**config.mk**
```make
export PLATFORM = sky130hd
export DESIGN_NAME = fetch_stage
export DESIGN_NICKNAME = d
export VERILOG_FILES = /design/src/rtl/cpu_pkg.sv /design/src/rtl/if_id_reg.sv /design/src/rtl/fetch_stage.sv
export SDC_FILE = /design/constraint.sdc
export NUM_CORES = 1
export LEC_CHECK = 0
export BUFFER_PORTS_ARGS = -buffer_cell sky130_fd_sc_hd__buf_4
export CORE_ASPECT_RATIO = 1.75
export CORE_UTILIZATION = 45
export CTS_CLUSTER_SIZE = 14
export DETAILED_ROUTE_END_ITERATION = 6
export PLACE_DENSITY = 0.84
export SLEW_MARGIN = 40
export SYNTH_ARGS = -nofsm -noshare
export SYNTH_HDL_FRONTEND = slang
export SYNTH_SLANG_ARGS = --single-unit
```
**constraint.sdc**
```tcl
create_clock -name clk -period 1.9 [get_ports clk]
set_input_delay 0.095 -clock clk [delete_from_list [all_inputs] [get_ports clk]]
set_output_delay 0.095 -clock clk [all_outputs]
set_load 0.05 [all_outputs]
```
**src/rtl/cpu_pkg.sv**
```systemverilog
// Shared CPU constants: datapath widths, opcode values, bubble encoding and
// the fetch-stage FSM state type. Decode and control reuse the opcode constants.
package cpu_pkg;

  localparam int              PC_WIDTH     = 16;
  localparam int              INSTR_WIDTH  = 16;
  localparam logic [15:0]     RESET_PC     = 16'h0000;
  localparam logic [15:0]     NOP_INSTR    = 16'h0000;
  localparam logic [3:0]      OP_HLT       = 4'hF;
  localparam int              DRAIN_CYCLES = 3;

  // RUN: normal fetch; DRAIN: HLT in flight, PC frozen; HALTED: core stopped.
  typedef enum logic [1:0] {
    ST_RUN    = 2'd0,
    ST_DRAIN  = 2'd1,
    ST_HALTED = 2'd2
  } fetch_state_e;

endpackage

```
**src/rtl/if_id_reg.sv**
```systemverilog
// IF/ID pipeline register: holds the fetched instruction, its PC, PC+2 and a
// valid bit. bubble has priority over load; with neither asserted it holds.
module if_id_reg
  import cpu_pkg::*;
#(
  parameter int                     PC_W    = PC_WIDTH,
  parameter int                     INSTR_W = INSTR_WIDTH,
  parameter logic [INSTR_W-1:0]     NOP     = NOP_INSTR
) (
  input  logic               clk,
  input  logic               rst_n,
  input  logic               load,
  input  logic               bubble,
  input  logic [INSTR_W-1:0] instr_i,
  input  logic [PC_W-1:0]    pc_i,
  input  logic [PC_W-1:0]    pc_plus2_i,
  output logic [INSTR_W-1:0] instr_o,
  output logic [PC_W-1:0]    pc_o,
  output logic [PC_W-1:0]    pc_plus2_o,
  output logic               valid_o
);

  logic [INSTR_W-1:0] instr_q, instr_d;
  logic [PC_W-1:0]    pc_q, pc_d;
  logic [PC_W-1:0]    pc_plus2_q, pc_plus2_d;
  logic               valid_q, valid_d;

  // Next-state select: bubble, load or hold.
  always_comb begin
    // NOTE: every signal gets a default first so no path leaves it unassigned (no latch).
    instr_d    = instr_q;
    pc_d       = pc_q;
    pc_plus2_d = pc_plus2_q;
    valid_d    = valid_q;
    if (bubble) begin
      // A bubble keeps the old PC fields; only instr/valid matter downstream.
      instr_d = NOP;
      valid_d = 1'b0;
    end else if (load) begin
      instr_d    = instr_i;
      pc_d       = pc_i;
      pc_plus2_d = pc_plus2_i;
      valid_d    = 1'b1;
    end
  end

  // Register update with asynchronous clear to an empty slot.
  always_ff @(posedge clk or negedge rst_n) begin
    if (!rst_n) begin
      instr_q    <= NOP;
      pc_q       <= '0;
      pc_plus2_q <= '0;
      valid_q    <= 1'b0;
    end else begin
      // NOTE: sequential state uses non-blocking assignments so all flops update together.
      instr_q    <= instr_d;
      pc_q       <= pc_d;
      pc_plus2_q <= pc_plus2_d;
      valid_q    <= valid_d;
    end
  end

  assign instr_o    = instr_q;
  assign pc_o       = pc_q;
  assign pc_plus2_o = pc_plus2_q;
  assign valid_o    = valid_q;

endmodule

```
**src/rtl/fetch_stage.sv**
```systemverilog
// Instruction-fetch stage: PC register, next-PC selection, IF/ID register and
// the HLT drain FSM. imem_addr is the PC itself; imem_data is read the same cycle.
module fetch_stage
  import cpu_pkg::*;
#(
  parameter int                       PC_W       = PC_WIDTH,
  parameter int                       INSTR_W    = INSTR_WIDTH,
  parameter logic [PC_W-1:0]          RST_PC     = RESET_PC,
  parameter logic [INSTR_W-1:0]       NOP        = NOP_INSTR,
  parameter logic [3:0]               HLT_OPCODE = OP_HLT,
  parameter int                       DRAIN_CNT  = DRAIN_CYCLES
) (
  input  logic               clk,
  input  logic               rst_n,
  input  logic               stall,
  input  logic               flush,
  input  logic               redirect,
  input  logic [PC_W-1:0]    redirect_pc,
  output logic [PC_W-1:0]    imem_addr,
  input  logic [INSTR_W-1:0] imem_data,
  output logic [INSTR_W-1:0] if_id_instr,
  output logic [PC_W-1:0]    if_id_pc,
  output logic [PC_W-1:0]    if_id_pc_plus2,
  output logic               if_id_valid,
  output logic [PC_W-1:0]    pc_out,
  output logic               hlt
);

  localparam int CNT_W = $clog2(DRAIN_CNT + 1);

  fetch_state_e     state_q, state_d;
  logic [PC_W-1:0]  pc_q, pc_d;
  logic [CNT_W-1:0] cnt_q, cnt_d;
  logic             hlt_q, hlt_d;

  logic [PC_W-1:0]  pc_plus2;
  logic             id_load;
  logic             id_bubble;
  logic             is_hlt;

  // PC+2 wraps modulo 2^PC_W.
  assign pc_plus2 = pc_q + PC_W'(2);
  assign is_hlt   = (imem_data[INSTR_W-1 -: 4] == HLT_OPCODE);

  // Next-PC mux, IF/ID control and FSM transitions; priority redirect > flush > stall.
  always_comb begin
    state_d   = state_q;
    pc_d      = pc_q;
    cnt_d     = cnt_q;
    hlt_d     = hlt_q;
    id_load   = 1'b0;
    id_bubble = 1'b0;
    unique case (state_q)
      ST_RUN: begin
        if (redirect) begin
          pc_d      = redirect_pc;
          id_bubble = 1'b1;
        end else if (flush) begin
          id_bubble = 1'b1;
          if (!stall) pc_d = pc_plus2;
        end else if (!stall) begin
          id_load = 1'b1;
          if (is_hlt) begin
            // PC parks on the HLT address while it drains down the pipe.
            state_d = ST_DRAIN;
            cnt_d   = '0;
          end else begin
            pc_d = pc_plus2;
          end
        end
      end
      ST_DRAIN: begin
        if (redirect) begin
          // An older branch resolved after the HLT was fetched: the HLT is squashed.
          pc_d      = redirect_pc;
          id_bubble = 1'b1;
          cnt_d     = '0;
          state_d   = ST_RUN;
        end else if (!stall) begin
          id_bubble = 1'b1;
          // After DRAIN_CNT bubble edges the HLT has left WB; the next edge halts.
          if (cnt_q == CNT_W'(DRAIN_CNT)) begin
            state_d = ST_HALTED;
            hlt_d   = 1'b1;
          end else begin
            cnt_d = cnt_q + CNT_W'(1);
          end
        end
      end
      ST_HALTED: begin
        // Frozen until reset.
      end
      default: begin
        state_d = ST_RUN;
      end
    endcase
  end

  // PC, FSM state, drain counter and halt flag registers.
  always_ff @(posedge clk or negedge rst_n) begin
    if (!rst_n) begin
      state_q <= ST_RUN;
      pc_q    <= RST_PC;
      cnt_q   <= '0;
      hlt_q   <= 1'b0;
    end else begin
      state_q <= state_d;
      pc_q    <= pc_d;
      cnt_q   <= cnt_d;
      hlt_q   <= hlt_d;
    end
  end

  if_id_reg #(
    .PC_W    (PC_W),
    .INSTR_W (INSTR_W),
    .NOP     (NOP)
  ) u_if_id (
    .clk        (clk),
    .rst_n      (rst_n),
    .load       (id_load),
    .bubble     (id_bubble),
    .instr_i    (imem_data),
    .pc_i       (pc_q),
    .pc_plus2_i (pc_plus2),
    .instr_o    (if_id_instr),
    .pc_o       (if_id_pc),
    .pc_plus2_o (if_id_pc_plus2),
    .valid_o    (if_id_valid)
  );

  assign imem_addr = pc_q;
  assign pc_out    = pc_q;
  assign hlt       = hlt_q;

endmodule

```
; Word level (Yosys, flattened, before mapping)
; Index checks and enable logic that the tools add are counted.
[totals]
ff_bits = 70
output_inout_bits = 82
[classes]
add_sub_neg = 2
n_eq_ne = 14
mux = 35
n_bitwise = 4
n_reduce_logical = 8
[op_table]
columns = cell, n
row1 = $mux 16, 8
row2 = $pmux 16 s2, 1
row3 = $mux 2, 14
row4 = $add 16x2->16 const B, 1
row5 = $reduce_and 7->1, 2
row6 = $ne 3x3->1 const B, 4
row7 = $ne 2x2->1 const B, 5
row8 = $mux 1, 9
row9 = $reduce_and 4->1, 2
row10 = $pmux 2 s3, 1
row11 = $eq 2x2->1 const B, 2
row12 = $eq 4x4->1 const B, 1
row13 = $ne 4x4->1 const B, 1
row14 = $not 1->1, 4
row15 = $pmux 2 s2, 1
row16 = $reduce_bool 2->1, 2
row17 = $add 2x1->2 const B, 1
row18 = $eq 2x1->1 const B, 1
row19 = $logic_not 2->1, 1
row20 = $pmux 1 s2, 1
row21 = $reduce_and 2->1, 1

; Logic depth before layout (Yosys ltp)
; Gate-level depths: netlist (run 1).
[depth]
depth_word = 6
mapped_depth = 7
ltp_nobuf = 5

; Hierarchy
; From an unflattened synthesis (run 1), not the netlist that was laid out.
[hier_totals]
cells_unflattened = 300
area_unflattened_um2 = 3587.2
[modules_own_cells]
columns = mod, instances, cells_per_inst, area_per_inst_um2
row1 = if_id_reg, 1, 124, 2039.5
row2 = fetch_stage, 1, 176, 1547.7

; Worst setup path before layout (run 1)
; Ideal clock, no wire load.
[synth_timing]
path_kind = reg2reg
start = reg pc_q[2], in the netlist imem_addr[2]
end = reg pc_q[13], in the netlist imem_addr[13]
arrival_time_ns = 2.077
required_ns = 1.820
slack_ns = -0.257
stages_incl_launch_ff = 7
path_buffers = 1
period_less_slack_ns = 2.157
path_cell_list = dfrtp_1 -> ha_1 -> clkbuf_1 -> inv_1 -> or4_4 -> a22oi_2 -> a2bb2oi_1
[synth_via]
elab_chain_len = 6
elab_cells_between_ends = 7
[synth_rtl]
columns = element, line_no
row1 = "start, declared", fetch_stage.sv:32  ; logic [PC_W-1:0] pc_q, pc_d;
row2 = "start signal, assigned", fetch_stage.sv:108  ; pc_q <= pc_d;
row3 = $add 16x2->16 (*), fetch_stage.sv:42  ; assign pc_plus2 = pc_q + PC_W'(2);
row4 = $mux 16, fetch_stage.sv:63  ; if (is_hlt) begin
row5 = $mux 16, fetch_stage.sv:61  ; end else if (!stall) begin
row6 = $mux 16 (*), fetch_stage.sv:58  ; end else if (flush) begin
row7 = $mux 16 (*), fetch_stage.sv:55  ; if (redirect) begin
row8 = $pmux 16 s2 (*), fetch_stage.sv:53  ; unique case (state_q)
; Mark *: on every way between the ends. The rest lies on a longest branch, timed or not. The select of a mux whose other input is x is not followed.
; A chain may end at the register's enable or synchronous reset.

; Final worst setup path (run 1)
[layout_timing]
start = reg pc_q[8], in the netlist imem_addr[8]
end = reg pc_q[15], in the netlist imem_addr[15]
; The elaborated chain is that of the path after synthesis.

==> results of run 1 <==
==> final cells by class <==
cell class              instances  area [um^2]
inverters                      10         37.5
well taps                      86          108
fillers                       554         2410
flip-flops and latches         69         1740
repair buffers                154         1210
clock buffers                  11          243
multi-input cells             231         1380
clock inverters                 5          108
==> worst min path at each step <==
stage / start / endpoint / slack, ps / cells after the start
after floorplan: rst_n / cnt_q[0] / -200 / 0
after global routing: imem_data[12] / u_if_id.instr_o[12] / 2 / 2
after global placement: rst_n / u_if_id.pc_o[3] / 40 / 1
after CTS: imem_data[12] / u_if_id.instr_o[12] / 3 / 2
final: imem_data[12] / u_if_id.instr_o[12] / 8 / 2
after detailed placement: rst_n / u_if_id.pc_o[2] / 50 / 1
==> flip-flops by register name, indices dropped and copies added (netlist names) <==
register,count
imem_addr,16
u_if_id.instr_o,16
u_if_id.pc_plus2_o,16
u_if_id.pc_o,15
cnt_q,2
state_q,2
hlt,1
u_if_id.valid_o,1
==> power breakdown <==
part / internal (uW) / switching (uW)
clock: 1320 / 626
combinational: 510 / 1070
sequential: 1600 / 181
total: 3430 / 1880
==> routing by layer <==
layer | track usage (%) | routed length, um
met1 | 30.1 | 3540
met2 | 44.6 | 5450
met3 | 6.88 | 493
met4 | 14.9 | 348
met5 | 0 | 0
==> layout by cell type (no fill, tap or decap), types with 3 or more instances in the layout <==
master,synthesis,final
o21ai_0,19,19
a2bb2oi_1,4,4
nor4_1,7,7
xnor2_1,7,7
buf_4,18,136
bufinv_16,0,3
a21oi_1,4,4
dlygate4sd3_1,0,17
inv_1,10,10
dfrtp_2,0,8
a22o_1,18,18
nand4_1,4,4
nor2_1,7,6
nor3_1,11,11
xor2_1,5,5
nand3_1,9,9
and3_1,3,3
mux2i_1,5,5
o21ai_1,3,3
o211ai_1,5,5
dfrtp_1,69,61
o2bb2ai_1,4,4
a22oi_1,8,8
clkbuf_16,0,9
o22ai_1,8,8
nand2_1,72,72
==> per-stage QoR <==
stage / hold slack (ps) / power [uW] / util, %
6_report: 8.19 / 5320 / 66.7
5_1_grt: 2.26 / 5510 / 66.7
4_1_cts: 2.76 / 5340 / 66.7
3_5_place_dp: 47.8 / 3360 / 59.5
3_3_place_gp: 40.1 / 3330 / 59.5
2_1_floorplan: -201 / 2900 / -
==> cell families after synthesis <==
kind of cell / after synthesis / synth area share [%]
simple gates: 127 / 17.6
compound gates: 85 / 17.7
flops: 69 / 50.8
buf+inv: 54 / 8.51
mux: 5 / 1.47
fa+ha+maj: 2 / 0.737
xor+xnor: 12 / 3.09
==> timing repair <==
item / 4_1_cts / 5_1_grt
hold buffers: 17 / 0
endpoints found under the hold margin: 43 / 0
resized for setup: 0 / 0
endpoints found under the setup margin: 0 / 0
==> critical path, stage by stage (launching register included) <==
cell	delay, ps
dfrtp_2	460
nand4_1	280
or3_2	520
o211ai_1	210
o211ai_1	120
==> metrics.yaml, run 1 <==
grt:
  grt_max_degree: 48
  grt-ovfl-total: 0
  grt_pass1_wl_um: 15400
  antenna_found_initial: 0
  grt.total_usage_pct: 26.7
  grt_pass1_vias: 3183
timing:
  max_clock_freq_mhz: 575
  min_period_over_period_pct: 91.5
  hold_viol_final: 0
  fin_skew_ps: 6.72
  layout_setup_ws_ps: 162
  worst_pin_slew_ps: 566
  fin_tns_setup_ps: 0
  finalCriticalPeriod_ps: 1740
  setup_viol: 0
  rsz0062_at_grt: "false"
  slew_violations: 0
  slew_headroom_pct: 62.2
placed_design:
  dp_cells: 533
  routabilityCongestion: 0.939
  pre_cts_ws_ps: 216
  dp_hpwl_um: 6950
  io_buffers: 118
  placed_cell_area_um2: 4310
logic_synthesis:
  synth_top_area_share_pct: 50.8
  syn_nets: 393
  syn_avg_cell_area_um2: 9.60
  yosysUniqueCellTypes: 45
  synthTopCellsByCount: "nand2_1, dfrtp_1, o21ai_0"
  yosysMostFrequentCell: "nand2_1"
  yosys_warnings: 0
  yosysSeqAreaShare_pct: 50.8
  synth_area_um2: 3400
  synth_edf_count: 0
  synth_top_area_cell: "dfrtp_1"
  ys_seq_elements: 69
  synthTopCellsByArea: "dfrtp_1, nand2_1, a22o_1"
  synthFlopType: "dfrtp_1"
  synthCells: 354
  async_flop_share_pct: 100
worst_setup_path:
  rrSetupSlack_ps: 160
  reg2reg_from: "imem_addr[8]"
  critPathRequiredTime_ps: 2090
  crit_start: "imem_addr[8]"
  arrival_ps: 1920
  endpoint: "imem_addr[15]"
  path_max_fanout: 9
  startpoint_type: "flip-flop"
  critPathKind: "reg -> reg"
  r2r_cells: 4
  cp-end-kind: "flip-flop"
  r2r-end: "imem_addr[15]"
die:
  rows: 41
  core-area_um2: 7230
  die_area_um2: 7910
  die_y_um: 117
  dieWidth_um: 67.7
  io_pins: 119
  initial_core_util_pct: 47.0
drt:
  via_count: 3160
  wl_um: 9830
  postRouteAntennaNets: 0
  avgViaCountPerCell: 5.58
  post_drt_wl_per_cell_um: 17.4
  drc: 0
  first_pass_iters: 4
  drt-initial-drc-count: 146
clock_network:
  cts_root_buf: "clkbuf_16"
  h-tree-depth: 3
  post-cts-setup-buffers: 0
  cts_tree: "yes"
  path_clk_slew_ps: 60
  clock-sinks: 69
  clk_latency_ps: 330
  cts_buffer_depth: 2
  cts_buffers: 9
layout:
  final_cells: 566
  final_area_um2: 4830
  area_growth_pct: 42.1
  nNetsFinal: 514
  drive_gt1_share_pct: 35.0
  antenna_cells: 0
power_and_ir_drop:
  pwr_density_cell_nw_per_um2: 1100
  leakagePower_uw: 0.00238
  ir_worst_vdd_v: 0.000696
hold_path:
  min_path_type: "in -> reg"
flow_run:
  cap_viol_max_count: 0
run_status:
  status: "completed"
Power figures use the tool's default switching activity.
==> run 2, diff against run 1 <==
REMOVE_ABC_BUFFERS = 1   (was not set)
==> metrics.yaml, run 2 (synthesis gave the netlist of run 1 again) <==
run_status:
  status: "completed"  # unchanged
timing:
  rsz0062_at_grt: "false"  # unchanged
  setup_viol: 0  # unchanged
  max_clock_freq_mhz: 577  # was 575 MHz
  fin_skew_ps: 5.74  # was 6.72 ps
  finalCriticalPeriod_ps: 1730  # was 1740 ps
  min_period_over_period_pct: 91.3  # was 91.5%
  hold_viol_final: 0  # unchanged
  worst_pin_slew_ps: 565  # was 566 ps
  worst_hold_slack_ps: 3.61  # was 8.19 ps
  slew_headroom_pct: 62.2  # about the same
  slew_violations: 0  # unchanged
die:
  die_y_um: 117  # unchanged
  rows: 41  # unchanged
  initial_core_util_pct: 47.0  # unchanged
  core-area_um2: 7230  # unchanged
  io_pins: 119  # unchanged
  dieWidth_um: 67.7  # unchanged
  die_area_um2: 7910  # unchanged
placed_design:
  dp_hpwl_um: 6740  # was 6950 um
  placed_cell_area_um2: 4340  # was 4310 um^2
  dp_cells: 539  # was 533
  io_buffers: 118  # unchanged
  routabilityCongestion: 0.879  # was 0.939
power_and_ir_drop:
  pwr_density_cell_nw_per_um2: 1040  # was 1100 nW/um^2
  ir_worst_vdd_v: 0.000534  # was 0.000696 V
  leakagePower_uw: 0.00237  # was 0.00238 uW
grt:
  grt_max_degree: 70  # was 48
  grt-ovfl-total: 0  # unchanged
  antenna_found_initial: 0  # unchanged
  grt_pass1_wl_um: 15100  # was 15400 um
  grt.total_usage_pct: 26.0  # was 26.7%
  grt_pass1_vias: 3100  # was 3183
layout:
  area_growth_pct: 39.5  # was 42.1%
  final_common_cell: "buf_4"  # unchanged
  nNetsFinal: 516  # was 514
  final_util_pct: 65.5  # was 66.7%
  final_cells: 566  # unchanged
  final_cell_mix: "buf_4, nand2_1, dfrtp_1"  # unchanged
  drive_gt1_share_pct: 34.4  # was 35.0%
  antenna_cells: 0  # unchanged
  final_area_um2: 4740  # was 4830 um^2
worst_setup_path:
  cp-end-kind: "flip-flop"  # unchanged
  critPathKind: "reg -> reg"  # unchanged
  rrSetupSlack_ps: 170  # was 160 ps
  reg2reg_from: "state_q[1]"  # was imem_addr[8]
  slowest_delay_ps: 500  # was 520 ps
  path_cells: "nor2b_1, or2_1, o41ai_1, a2bb2oi_1"  # was nand4_1, or3_2, o211ai_1, o211ai_1
  r2r-end: "imem_addr[13]"  # was imem_addr[15]
  arrival_ps: 1930  # was 1920 ps
  startpoint_type: "flip-flop"  # unchanged
  crit_path_top_delay_cell: "dfrtp_1"  # was or3_2
  r2r_cells: 4  # unchanged
  critPathRequiredTime_ps: 2100  # was 2090 ps
  path_max_fanout: 12  # was 9
clock_network:
  cts_buffers: 9  # unchanged
  cts_buffer_depth: 2  # unchanged
  clk_latency_ps: 330  # about the same
  clock-sinks: 69  # unchanged
  cts_root_buf: "clkbuf_16"  # unchanged
  h-tree-depth: 3  # unchanged
  path_clk_slew_ps: 60  # about the same
  cts_tree: "yes"  # unchanged
drt:
  avgViaCountPerCell: 5.49  # was 5.58
  drc: 0  # unchanged
  first_pass_iters: 4  # unchanged
  post_drt_wl_per_cell_um: 16.5  # was 17.4 um
  postRouteAntennaNets: 0  # unchanged
  via_count: 3105  # was 3160
  wl_um: 9360  # was 9830 um
  drt-initial-drc-count: 248  # was 146
hold_path:
  min_to: "u_if_id.instr_o[15]"  # was u_if_id.instr_o[12]
  min_path_type: "in -> reg"  # unchanged
  holdPathStages: 2  # unchanged
  hold_path.startpoint: "imem_data[15]"  # was imem_data[12]
flow_run:
  cap_viol_max_count: 0  # unchanged
## run 2: cell types whose count changed in the layout (fill, tap and decap cells not counted), sizes merged
| cell | before | now |
|---|---|---|
| buf | 137 | 143 |
| dlygate4sd3 | 17 | 13 |
| bufinv | 3 | 0 |
| clkbuf | 11 | 12 |
## run 2: worst max-delay path by stage
| stage | from | end | slack, ps | depth (start not counted) |
|---|---|---|---|---|
| 2_1_floorplan | imem_addr[2] | u_if_id.pc_plus2_o[13] | -490 | 5 |
| 3_3_place_gp | state_q[1] | imem_addr[13] | 190 | 4 |
| 3_5_place_dp | state_q[1] | imem_addr[13] | 150 | 4 |
| 4_1_cts | state_q[1] | imem_addr[13] | 130 | 4 |
| 5_1_grt | state_q[1] | imem_addr[13] | 30 | 4 |
| 6_report | state_q[1] | imem_addr[13] | 170 | 4 |
## run 2: final cells by class
cell class                      count  area, um^2
Fill cell                         578        2490
Clock inverter                      2        10.0
Multi-Input combinational cell    231        1390
Inverter                           10        37.5
Sequential cell                    69        1730
Clock buffer                       12         256
Tap cell                           86         108
Timing Repair Buffer              156        1220
## run 2: where the power goes
group | total [uW] | switching (uW) | leakage, uW | internal, uW
combinational | 1660 | 1120 | 0.00133 | 542
sequential | 1720 | 126 | 0.000901 | 1590
clock | 1530 | 593 | 0.000134 | 935
## run 2: through the flow
| stage | setup slack (ps) | total power (uW) | TNS (ps) |
|---|---|---|---|
| after floorplan | -488 | 2750 | -9850 |
| after global placement | 186 | 3350 | 0 |
| after global routing | 27.8 | 5080 | 0 |
| after CTS | 132 | 4910 | 0 |
| final | 166 | 4910 | 0 |
| after detailed placement | 146 | 3380 | 0 |
## run 2: routing by layer
layer / vias to the layer above / wire length (um) / GRT usage [%]
met1: 1493 / 3470 / 30.1
met4: 0 / 161 / 10.4
met2: 116 / 5240 / 45.8
met3: 14 / 487 / 5.04
met5: - / 0 / 0
li1: 1482 / - / -
## run 2: what timing repair did
action / 4_1_cts / 5_1_grt
endpoints found under the setup margin: 0 / 1
setup buffers: 0 / 0
hold buffers: 13 / 0
gates resized for setup: 0 / 1
endpoints found under the hold margin: 81 / 0
## run 2: critical path, delay by kind of cell, from the launching register on
family,cells,cell delay [ps]
flops,1,500
simple gates,2,480
compound gates,2,620
